### config.mk
export PLATFORM = sky130hd
export DESIGN_NAME = sync_fifo
export DESIGN_NICKNAME = d
export VERILOG_FILES = /design/src/rtl/fifo_pkg.sv /design/src/rtl/fifo_ram.sv /design/src/rtl/sync_fifo.sv
export SDC_FILE = /design/constraint.sdc
export NUM_CORES = 1
export LEC_CHECK = 0
export ABC_AREA = 0
export CORE_UTILIZATION = 50
export CTS_CLUSTER_DIAMETER = 50
export DETAILED_ROUTE_END_ITERATION = 8
export PLACE_DENSITY = 0.67
export SLEW_MARGIN = 20
export SYNTH_ARGS = -nofsm -noshare
export SYNTH_HDL_FRONTEND = slang
export SYNTH_SLANG_ARGS = --single-unit
### constraint.sdc
create_clock -name clk -period 3.5 [get_ports clk]
set_input_delay 0.35 -clock clk [delete_from_list [all_inputs] [get_ports clk]]
set_output_delay 0.35 -clock clk [all_outputs]
set_load 0.01 [all_outputs]
### src/rtl/fifo_pkg.sv
// Shared FIFO helpers: pointer-width function and default threshold constants.
package fifo_pkg;

    // Default almost-empty level and almost-full margin below depth, shared with the dual-clock FIFO.
    localparam int unsigned DEFAULT_AE_LEVEL  = 2;
    localparam int unsigned DEFAULT_AF_MARGIN = 2;

    // Number of address bits needed to index a FIFO of the given depth.
    function automatic int unsigned ptr_width(input int unsigned depth);
        return $clog2(depth);
    endfunction

endpackage

### src/rtl/fifo_ram.sv
// Simple dual-port storage: synchronous write port, asynchronous read port, no reset.
module fifo_ram
    import fifo_pkg::*;
#(
    parameter int unsigned DATA_WIDTH = 8,
    parameter int unsigned FIFO_DEPTH = 16
) (
    input  logic                             clk,
    input  logic                             wr_en_i,
    input  logic [ptr_width(FIFO_DEPTH)-1:0] wr_addr_i,
    input  logic [DATA_WIDTH-1:0]            wr_data_i,
    input  logic [ptr_width(FIFO_DEPTH)-1:0] rd_addr_i,
    output logic [DATA_WIDTH-1:0]            rd_data_c
);

    logic [DATA_WIDTH-1:0] mem [FIFO_DEPTH];

    // Write port: store on accepted push.
    always_ff @(posedge clk) begin
        if (wr_en_i) begin
            mem[wr_addr_i] <= wr_data_i;
        end
    end

    // Read port: combinational lookup of the addressed word.
    assign rd_data_c = mem[rd_addr_i];

endmodule

### src/rtl/sync_fifo.sv
// Single-clock FIFO with fill count, almost thresholds, flush and sticky error flags.
// Define SYNC_FIFO_FWFT_EN for first-word-fall-through reads; default is registered reads.
module sync_fifo
    import fifo_pkg::*;
#(
    parameter int unsigned DATA_WIDTH         = 8,
    parameter int unsigned FIFO_DEPTH         = 16,
    parameter int unsigned ALMOST_FULL_LEVEL  = FIFO_DEPTH - DEFAULT_AF_MARGIN,
    parameter int unsigned ALMOST_EMPTY_LEVEL = DEFAULT_AE_LEVEL
) (
    input  logic                           clk,
    input  logic                           reset,
    input  logic                           flush,
    input  logic                           write_enable,
    input  logic [DATA_WIDTH-1:0]          write_data,
    input  logic                           read_enable,
    output logic [DATA_WIDTH-1:0]          read_data,
    output logic                           read_valid,
    output logic                           empty_flag,
    output logic                           full_flag,
    output logic                           almost_empty_flag,
    output logic                           almost_full_flag,
    output logic [ptr_width(FIFO_DEPTH):0] fill_count,
    output logic                           overflow_flag,
    output logic                           underflow_flag,
    input  logic                           error_clear
);

    localparam int unsigned AW = ptr_width(FIFO_DEPTH);
    localparam int unsigned CW = AW + 1;
    localparam logic [CW-1:0] DEPTH_C = CW'(FIFO_DEPTH);
    localparam logic [CW-1:0] AF_C    = CW'(ALMOST_FULL_LEVEL);
    localparam logic [CW-1:0] AE_C    = CW'(ALMOST_EMPTY_LEVEL);

    logic [AW-1:0]         wr_ptr_q, wr_ptr_d;
    logic [AW-1:0]         rd_ptr_q, rd_ptr_d;
    logic [CW-1:0]         count_q, count_d;
    logic                  empty_q, empty_d;
    logic                  full_q, full_d;
    logic                  aempty_q, aempty_d;
    logic                  afull_q, afull_d;
    logic                  ovf_q, ovf_d;
    logic                  udf_q, udf_d;
    logic                  wr_accept;
    logic                  rd_accept;
    logic [DATA_WIDTH-1:0] ram_rdata;

    fifo_ram #(
        .DATA_WIDTH (DATA_WIDTH),
        .FIFO_DEPTH (FIFO_DEPTH)
    ) u_ram (
        .clk       (clk),
        .wr_en_i   (wr_accept),
        .wr_addr_i (wr_ptr_q),
        .wr_data_i (write_data),
        .rd_addr_i (rd_ptr_q),
        .rd_data_c (ram_rdata)
    );

    // Next-state for pointers, count, level flags and sticky errors.
    always_comb begin
        wr_ptr_d = wr_ptr_q;
        rd_ptr_d = rd_ptr_q;
        count_d  = count_q;
        ovf_d    = ovf_q;
        udf_d    = udf_q;

        // Acceptance uses the registered full/empty, so full blocks a write even with a concurrent read.
        wr_accept = write_enable && !full_q  && !flush;
        rd_accept = read_enable  && !empty_q && !flush;

        if (flush) begin
            wr_ptr_d = '0;
            rd_ptr_d = '0;
            count_d  = '0;
        end else begin
            if (wr_accept) wr_ptr_d = wr_ptr_q + AW'(1);
            if (rd_accept) rd_ptr_d = rd_ptr_q + AW'(1);
            case ({wr_accept, rd_accept})
                2'b10:   count_d = count_q + CW'(1);
                2'b01:   count_d = count_q - CW'(1);
                default: count_d = count_q;
            endcase
        end

        empty_d  = (count_d == '0);
        full_d   = (count_d == DEPTH_C);
        aempty_d = (count_d <= AE_C);
        afull_d  = (count_d >= AF_C);

        // Clear first so a same-cycle error wins.
        if (error_clear) begin
            ovf_d = 1'b0;
            udf_d = 1'b0;
        end
        if (write_enable && full_q  && !flush) ovf_d = 1'b1;
        if (read_enable  && empty_q && !flush) udf_d = 1'b1;
    end

    // Control state registers.
    always_ff @(posedge clk or posedge reset) begin
        if (reset) begin
            wr_ptr_q <= '0;
            rd_ptr_q <= '0;
            count_q  <= '0;
            empty_q  <= 1'b1;
            full_q   <= 1'b0;
            aempty_q <= 1'b1;
            afull_q  <= 1'b0;
            ovf_q    <= 1'b0;
            udf_q    <= 1'b0;
        end else begin
            wr_ptr_q <= wr_ptr_d;
            rd_ptr_q <= rd_ptr_d;
            count_q  <= count_d;
            empty_q  <= empty_d;
            full_q   <= full_d;
            aempty_q <= aempty_d;
            afull_q  <= afull_d;
            ovf_q    <= ovf_d;
            udf_q    <= udf_d;
        end
    end

    assign fill_count        = count_q;
    assign empty_flag        = empty_q;
    assign full_flag         = full_q;
    assign almost_empty_flag = aempty_q;
    assign almost_full_flag  = afull_q;
    assign overflow_flag     = ovf_q;
    assign underflow_flag    = udf_q;

`ifdef SYNC_FIFO_FWFT_EN
    // Head word presented directly; forced to zero while empty so the idle value is deterministic.
    assign read_data  = empty_q ? '0 : ram_rdata;
    assign read_valid = !empty_q;
`else
    logic [DATA_WIDTH-1:0] rdata_q, rdata_d;
    logic                  rvalid_q, rvalid_d;

    // Registered read: capture the head on an accepted pop, hold otherwise.
    always_comb begin
        rdata_d  = rdata_q;
        rvalid_d = rd_accept;
        if (rd_accept) rdata_d = ram_rdata;
    end

    // Read output registers.
    always_ff @(posedge clk or posedge reset) begin
        if (reset) begin
            rdata_q  <= '0;
            rvalid_q <= 1'b0;
        end else begin
            rdata_q  <= rdata_d;
            rvalid_q <= rvalid_d;
        end
    end

    assign read_data  = rdata_q;
    assign read_valid = rvalid_q;
`endif

endmodule
==> flow_metrics.env, run 1 <==
export IMPL_cts_buffers=17
export IMPL_syn_area_sq_um=6325
export IMPL_track_usage=0.1942
export IMPL_reg2reg_depth=10
export IMPL_critical_path_endpoint_type="flop"
export IMPL_yosys_cell_types_count=39
export IMPL_setup_viol=0
export IMPL_place_ws_ns=0.2435
export IMPL_p_int_mw=3.520
export IMPL_diodes=0
export IMPL_drv_slew=0
export IMPL_overflow=0
export IMPL_hp_class="primary input to asynchronous set/reset pin"
export IMPL_clockPowerShare=0.418
export IMPL_clock_root_buffer="clkbuf_16"
export IMPL_clock_skew_ns=0.009222
export IMPL_combPwrFrac=0.115
export IMPL_drive_gt1_frac=0.2387
export IMPL_h_tree_depth=4
export IMPL_die_area_sq_um=13100
export IMPL_r2r_start="empty_flag$_DFF_PP1_"
export IMPL_core_sq_um=12160
export IMPL_synth_async_reset_ratio=0.1795
export IMPL_finalCritPeriodShare=0.8291
export IMPL_synth_net_count=362
export IMPL_slew_headroom=0.4497
export IMPL_layout_nets=406
export IMPL_yosysWarnings=0
export IMPL_synth_flop_cell="edfxtp_1"
export IMPL_first_pass_iters=4
export IMPL_rr_endpoint="almost_empty_flag$_DFF_PP1_"
export IMPL_powerDensity_nw_per_um2=614.3
export IMPL_dp_hpwl_microns=7395
export IMPL_drt_iter0_markers=234
export IMPL_clkSinkCount=156
export IMPL_drv_cap=0
export IMPL_routabilityCongestion=0.8151
export IMPL_cts_tree="yes"
export IMPL_p_switching_mw=1.059
export IMPL_min_period_ns=2.902
export IMPL_met3_usage=0.06458
export IMPL_row_count=40
export IMPL_max_freq_mhz=344.6
export IMPL_yosysSeqAreaShare=0.7189
export IMPL_post_cts_buffers=0
export IMPL_routed_wl_microns=11170
export IMPL_ioPinCount=34
export IMPL_slowest_stage="clkdlybuf4s50_1"
export IMPL_cp_data_arrival_time_ns=3.21
export IMPL_postCtsHoldBufs=0
export IMPL_cp_slowest_stage_delay_ns=0.49
export IMPL_synth_edff_count=128
export IMPL_grt_max_degree=33
export IMPL_worstSkewPairLatency_ns=0.42
export IMPL_wl_per_cell_microns=19.73
export IMPL_die_w_microns=114.5
export IMPL_cts_resized_gates=0
export IMPL_vias=3100
export IMPL_grt_pass1_wl_microns=17880
export IMPL_worstSetupPathType="primary input to flop"
export IMPL_finalSetupTns_ns=0
export IMPL_ir_worst_vdd_mv=0.3785
export IMPL_synth_avg_cell_area_sq_um=18.55
export IMPL_crit_end="almost_empty_flag$_DFF_PP1_"
export IMPL_synth_seq_cells=156
export IMPL_netlist_instances=341
export IMPL_die_h_microns=114.5
export IMPL_ant_nets=0
export IMPL_use_met2=0.3014
export IMPL_gr_max_usage_layer="met2"
export IMPL_finalWorstSetupSlack_ns=0.5980
export IMPL_reg2reg_setup_slack_ns=0.65
export IMPL_grt_setup_unrepaired="no"
export IMPL_clkSlewWorstSetupHoldPaths_ns=0.06
export IMPL_cp_startpoint="read_enable"
export IMPL_io_buffers=33
export IMPL_status="completed"
export IMPL_use_met1=0.2609
export IMPL_area_growth_pct=17.86
export IMPL_crit_required_ns=3.81
export IMPL_p_seq_frac=0.467
export IMPL_cts_buffer_depth=2
export IMPL_p_leak_nw=2.545
export IMPL_antenna_found_initial=0
export IMPL_path_max_fanout=13
export IMPL_grt_pass1_vias=3173
export IMPL_vias_per_cell=5.477
export IMPL_crit_path_cell_trace="clkdlybuf4s50_1 > or3b_4 > inv_2 > nand2_1 > xnor2_1 > ha_1 > a21o_1 > nand3_1 > nor3b_1 > mux2_4 > a2111oi_2"
export IMPL_tightest_slew_ns=0.8224
export IMPL_switching_share=0.2313
export IMPL_hold_viol_final=0
export IMPL_start_kind="primary input"
export IMPL_drc=0
export IMPL_start_util=0.5201
## flip-flops by register name (all words and copies together), names as in the netlist
name	count
full_flag	1
underflow_flag	1
read_valid	1
almost_empty_flag	1
empty_flag	1
fill_count	5
rd_ptr_q	4
almost_full_flag	1
read_data	8
u_ram.mem	128
overflow_flag	1
wr_ptr_q	4
## critical path, delay by kind of cell
kind                       cells  cell delay, ns
AOI/OAI and AO/OA              2            0.50
adders and majority gates      1            0.21
xor gates and xnor gates       1            0.14
muxes                          1            0.38
and+or+nand+nor                4            0.92
buffers and inverters          2            0.70
## how the worst min path moves through the flow
stage                             start                    endpoint  cells past startpoint
2_1_floorplan                     reset  almost_full_flag$_DFF_PP0_                      1
3_3_place_gp   read_data[1]$_DFFE_PP0P_    read_data[1]$_DFFE_PP0P_                      2
3_5_place_dp   read_data[3]$_DFFE_PP0P_    read_data[3]$_DFFE_PP0P_                      2
4_1_cts        read_data[6]$_DFFE_PP0P_    read_data[6]$_DFFE_PP0P_                      2
5_1_grt                           reset    read_data[4]$_DFFE_PP0P_                      2
6_report                          reset     rd_ptr_q[1]$_DFFE_PP0P_                      2
## cells in the mapped netlist (3+ instances only)
cell type | instances | area share
nand4_1 | 3 | 0.0030
clkbuf_1 | 8 | 0.0047
nor2_1 | 27 | 0.016
a21oi_1 | 4 | 0.0032
edfxtp_1 | 128 | 0.61
ha_1 | 7 | 0.014
nand2_1 | 35 | 0.021
inv_1 | 8 | 0.0047
dfrtp_1 | 26 | 0.10
nand2b_1 | 3 | 0.0030
xnor2_1 | 3 | 0.0042
buf_6 | 4 | 0.0071
nor2b_1 | 4 | 0.0040
mux4_2 | 40 | 0.14
xor2_1 | 5 | 0.0069
nor3_1 | 4 | 0.0032
mux2_4 | 3 | 0.0071
## cells by family after synthesis
| logic type | share of synthesized area |
|---|---|
| DFF | 0.7189 |
| and+or+nand+nor | 0.06370 |
| muxes | 0.1527 |
| buffers and inverters | 0.02097 |
| AOI/OAI and AO/OA | 0.01879 |
| xor gates and xnor gates | 0.01108 |
| adders and majority gates | 0.01385 |
## placed cells by master, fill, tap and decap left out, types with 4 or more instances in the layout
cell type,netlist,routed
buf_4,2,8
nor3_1,4,4
nor2_1,27,27
dfrtp_1,26,25
a21oi_1,4,4
nand2_1,35,35
clkinv_4,0,4
edfxtp_1,128,128
clkbuf_16,0,17
ha_1,7,7
nor2b_1,4,4
inv_1,8,7
clkdlybuf4s50_1,0,33
inv_8,0,4
xor2_1,5,5
mux4_2,40,40
## per-layer routing
layer / wire [microns] / vias to the layer above
li1: - / 1414
met2: 5559 / 64
met5: 0 / -
met4: 105 / 0
met3: 344 / 8
met1: 5156 / 1614
## metrics by stage
| stage | util | total power [mW] | std cells | cell area, sq um | hold WS [ns] |
|---|---|---|---|---|---|
| 2_1_floorplan | - | 2.490 | 341 | 6325 | 0.4139 |
| 3_3_place_gp | 0.5614 | 2.699 | 534 | 6828 | 0.4646 |
| 3_5_place_dp | 0.5614 | 2.708 | 534 | 6828 | 0.4682 |
| 4_1_cts | 0.6130 | 4.617 | 566 | 7455 | 0.4862 |
| 5_1_grt | 0.6130 | 4.750 | 566 | 7455 | 0.3661 |
| 6_report | 0.6130 | 4.579 | 566 | 7455 | 0.3149 |
## cell type report
class,instances,area (sq um)
fillers,863,4707
flip-flops and latches,156,4548
multi-input cells,160,1645
clock buffers,17,425.4
repair buffers,41,390.4
well taps,168,210.2
clock inverters,15,201.4
inverters,9,33.78
## power groups by stage
stage                     logic [mW]  clock network [mW]  registers [mW]
final                          0.525                1.91            2.14
after global routing           0.571                2.03            2.15
after CTS                      0.533                1.94            2.14
after detailed placement       0.528                   0            2.18
after global placement         0.521                   0            2.18
after floorplan                0.295                   0            2.20
Note: power is estimated with default switching activity, not from simulation.
==> run 2: changes to the inputs <==
- PLACE_DENSITY: 0.67 -> 0.7
- clock period: 3.5 -> 2.3 ns (I/O delays scaled with it)
==> run 2 against run 1 <==
Against the previous run:
- the run now ends with setup timing left
- critical path type is now flop to flop
- critical path depth fell by 1
- clock skew rose by 0.0066 ns
- first-iteration DRC count rose by 8.1%
- sequential power rose by 52%
==> flow_metrics.env, run 2 (same netlist as run 1, synthesis figures left out) <==
export IMPL_status="finished, violations left"
export IMPL_violations="setup timing"
export IMPL_ant_nets=0
export IMPL_start_kind="flop"
export IMPL_max_freq_mhz=419.2
export IMPL_die_w_microns=114.5
export IMPL_hold_ws_ns=0.1930
export IMPL_dp_hpwl_microns=7931
export IMPL_use_met1=0.2743
export IMPL_drv_cap=0
export IMPL_hp_class="primary input to asynchronous set/reset pin"
export IMPL_grt_pass1_vias=3322
export IMPL_switching_share=0.2244
export IMPL_drc=0
export IMPL_largest_register="u_ram.mem"
export IMPL_cts_tree="yes"
export IMPL_vias_per_cell=5.464
export IMPL_h_tree_depth=4
export IMPL_path_max_fanout=5
export IMPL_p_seq_frac=0.482
export IMPL_largest_reg_flops=128
export IMPL_gr_max_usage_layer="met2"
export IMPL_diodes=0
export IMPL_n_fill_cell=863
export IMPL_powerDensity_nw_per_um2=881.1
export IMPL_ioPinCount=34
export IMPL_p_switching_mw=1.519
export IMPL_ir_worst_vdd_mv=0.5528
export IMPL_layout_nets=435
export IMPL_slew_headroom=0.6061
export IMPL_finalWorstSetupSlack_ns=-0.08565
export IMPL_cp_slowest_stage_delay_ns=0.38
export IMPL_drive_gt1_frac=0.2894
export IMPL_setup_viol=4
export IMPL_tightest_slew_ns=0.5908
export IMPL_drv_slew=0
export IMPL_grt_setup_unrepaired="yes"
export IMPL_finalCritPeriodShare=1.037
export IMPL_critical_path_endpoint_type="flop"
export IMPL_io_buffers=33
export IMPL_cts_buffers=17
export IMPL_routed_wl_microns=11660
export IMPL_routabilityCongestion=0.7722
export IMPL_worstSetupPathType="flop to flop"
export IMPL_area_growth_pct=21.44
export IMPL_antenna_found_initial=0
export IMPL_overflow=0
export IMPL_die_h_microns=114.5
export IMPL_grt_max_degree=30
export IMPL_final_cell_mix="edfxtp_1 (128), mux4_2 (40), buf_4 (35), nand2_1 (34), clkdlybuf4s50_1 (33)"
export IMPL_use_met2=0.3204
export IMPL_place_inst=561
export IMPL_clock_root_buffer="clkbuf_16"
export IMPL_cts_buffer_depth=2
export IMPL_layout_commonest_cell="edfxtp_1"
export IMPL_p_leak_nw=2.666
export IMPL_crit_buf_inv=1
export IMPL_vias=3240
export IMPL_register_area_sq_um=4548
export IMPL_core_sq_um=12160
export IMPL_layoutNonFillerInstCount=593
export IMPL_clkSlewWorstSetupHoldPaths_ns=0.06
export IMPL_hold_viol_final=0
export IMPL_crit_required_ns=2.61
export IMPL_clockPowerShare=0.389
export IMPL_cp_data_arrival_time_ns=2.70
export IMPL_multi_input_area_sq_um=1700
export IMPL_wl_per_cell_microns=19.67
export IMPL_worstSkewPairLatency_ns=0.42
export IMPL_critical_path_top_delay_family="compound AO/OA/AOI/OAI gates"
export IMPL_die_area_sq_um=13100
export IMPL_crit_path_cell_trace="or3b_4 > inv_2 > nand2_2 > xnor2_2 > ha_2 > a21o_1 > a21oi_2 > o211ai_1 > mux2_4 > a2111oi_4"
export IMPL_drt_iter0_markers=253
export IMPL_finalSetupTns_ns=-0.2636
export IMPL_clock_skew_ns=0.01583
export IMPL_min_period_ns=2.386
export IMPL_p_int_mw=5.249
export IMPL_grt_pass1_wl_microns=18770
export IMPL_clkSinkCount=156
export IMPL_row_count=40
export IMPL_first_pass_iters=4
export IMPL_met3_usage=0.04976
export IMPL_slowest_stage="dfstp_2"
export IMPL_place_ws_ns=-0.4609
export IMPL_track_usage=0.2016
export IMPL_combPwrFrac=0.129
export IMPL_start_util=0.5201
-- run 2: cell count changes in the layout (fill, tap and decap cells not counted), moves of 2 or more --
cell	before	now
inv_8	4	0
clkbuf_1	0	2
clkinv_4	4	1
inv_6	3	1
buf_4	8	35
buf_12	0	2
ha_1	7	5
clkinv_1	0	2
clkinvlp_4	0	5
-- run 2: cell type report --
| cell class | count | share of cell area |
|---|---|---|
| clock buffers | 19 | 0.05636 |
| flip-flops and latches | 156 | 0.5921 |
| multi-input cells | 160 | 0.2214 |
| repair buffers | 70 | 0.08242 |
| inverters | 9 | 0.004398 |
| well taps | 168 | 0.02737 |
| clock inverters | 11 | 0.01596 |
-- run 2: routing by layer --
layer  vias up  wire length, microns
met5         -                     0
met4         0                   134
met3        14                   523
met2        99                  5851
met1      1655                  5154
li1       1472                     -
-- run 2: per-stage QoR --
step | power [mW] | instance area (sq um) | utilization
after floorplan | 3.796 | 6347 | -
after global placement | 4.157 | 7078 | 0.5820
after detailed placement | 4.181 | 7078 | 0.5820
after CTS | 6.824 | 7670 | 0.6307
after global routing | 7.024 | 7681 | 0.6316
final | 6.768 | 7681 | 0.6316
-- run 2: path summary, 6_finish.rpt --
path / cells past startpoint / end / from / slack [ns]
setup reg to reg: 10 / almost_empty_flag$_DFF_PP1_ / empty_flag$_DFF_PP1_ / -0.09
min in group clk: 2 / underflow_flag$_DFFE_PP0P_ / error_clear / 0.42
setup / recovery: 10 / almost_empty_flag$_DFF_PP1_ / empty_flag$_DFF_PP1_ / -0.09
hold reg to reg: 2 / read_data[6]$_DFFE_PP0P_ / read_data[6]$_DFFE_PP0P_ / 0.47
hold / removal: 3 / wr_ptr_q[2]$_DFFE_PP0P_ / reset / 0.19
max in group asynchronous: 3 / almost_empty_flag$_DFF_PP1_ / reset / 1.79
-- run 2: repair_timing --
action | 4_1_cts | 5_1_grt
buffers inserted | 2 | 0
hold buffers | 0 | 0
pin swaps | 5 | 3
resized for setup | 3 | 2
endpoints found under the setup margin | 4 | 4
-- run 2: power by group through the flow --
stage	Clock, mW	Sequential [mW]	Combinational (mW)
after floorplan	0	3.34	0.455
after global placement	0	3.32	0.840
after detailed placement	0	3.32	0.863
after CTS	2.68	3.26	0.884
after global routing	2.79	3.28	0.954
final	2.63	3.26	0.875
-- run 2: worst register-to-register path, delay by kind of cell, from the launching register on --
family                     cells  cell delay, ns
DFF                            1            0.38
AOI/OAI and AO/OA              4            0.71
adders and majority gates      1            0.19
xor gates and xnor gates       1            0.13
and+or+nand+nor                2            0.44
buffers and inverters          1            0.07
muxes                          1            0.37
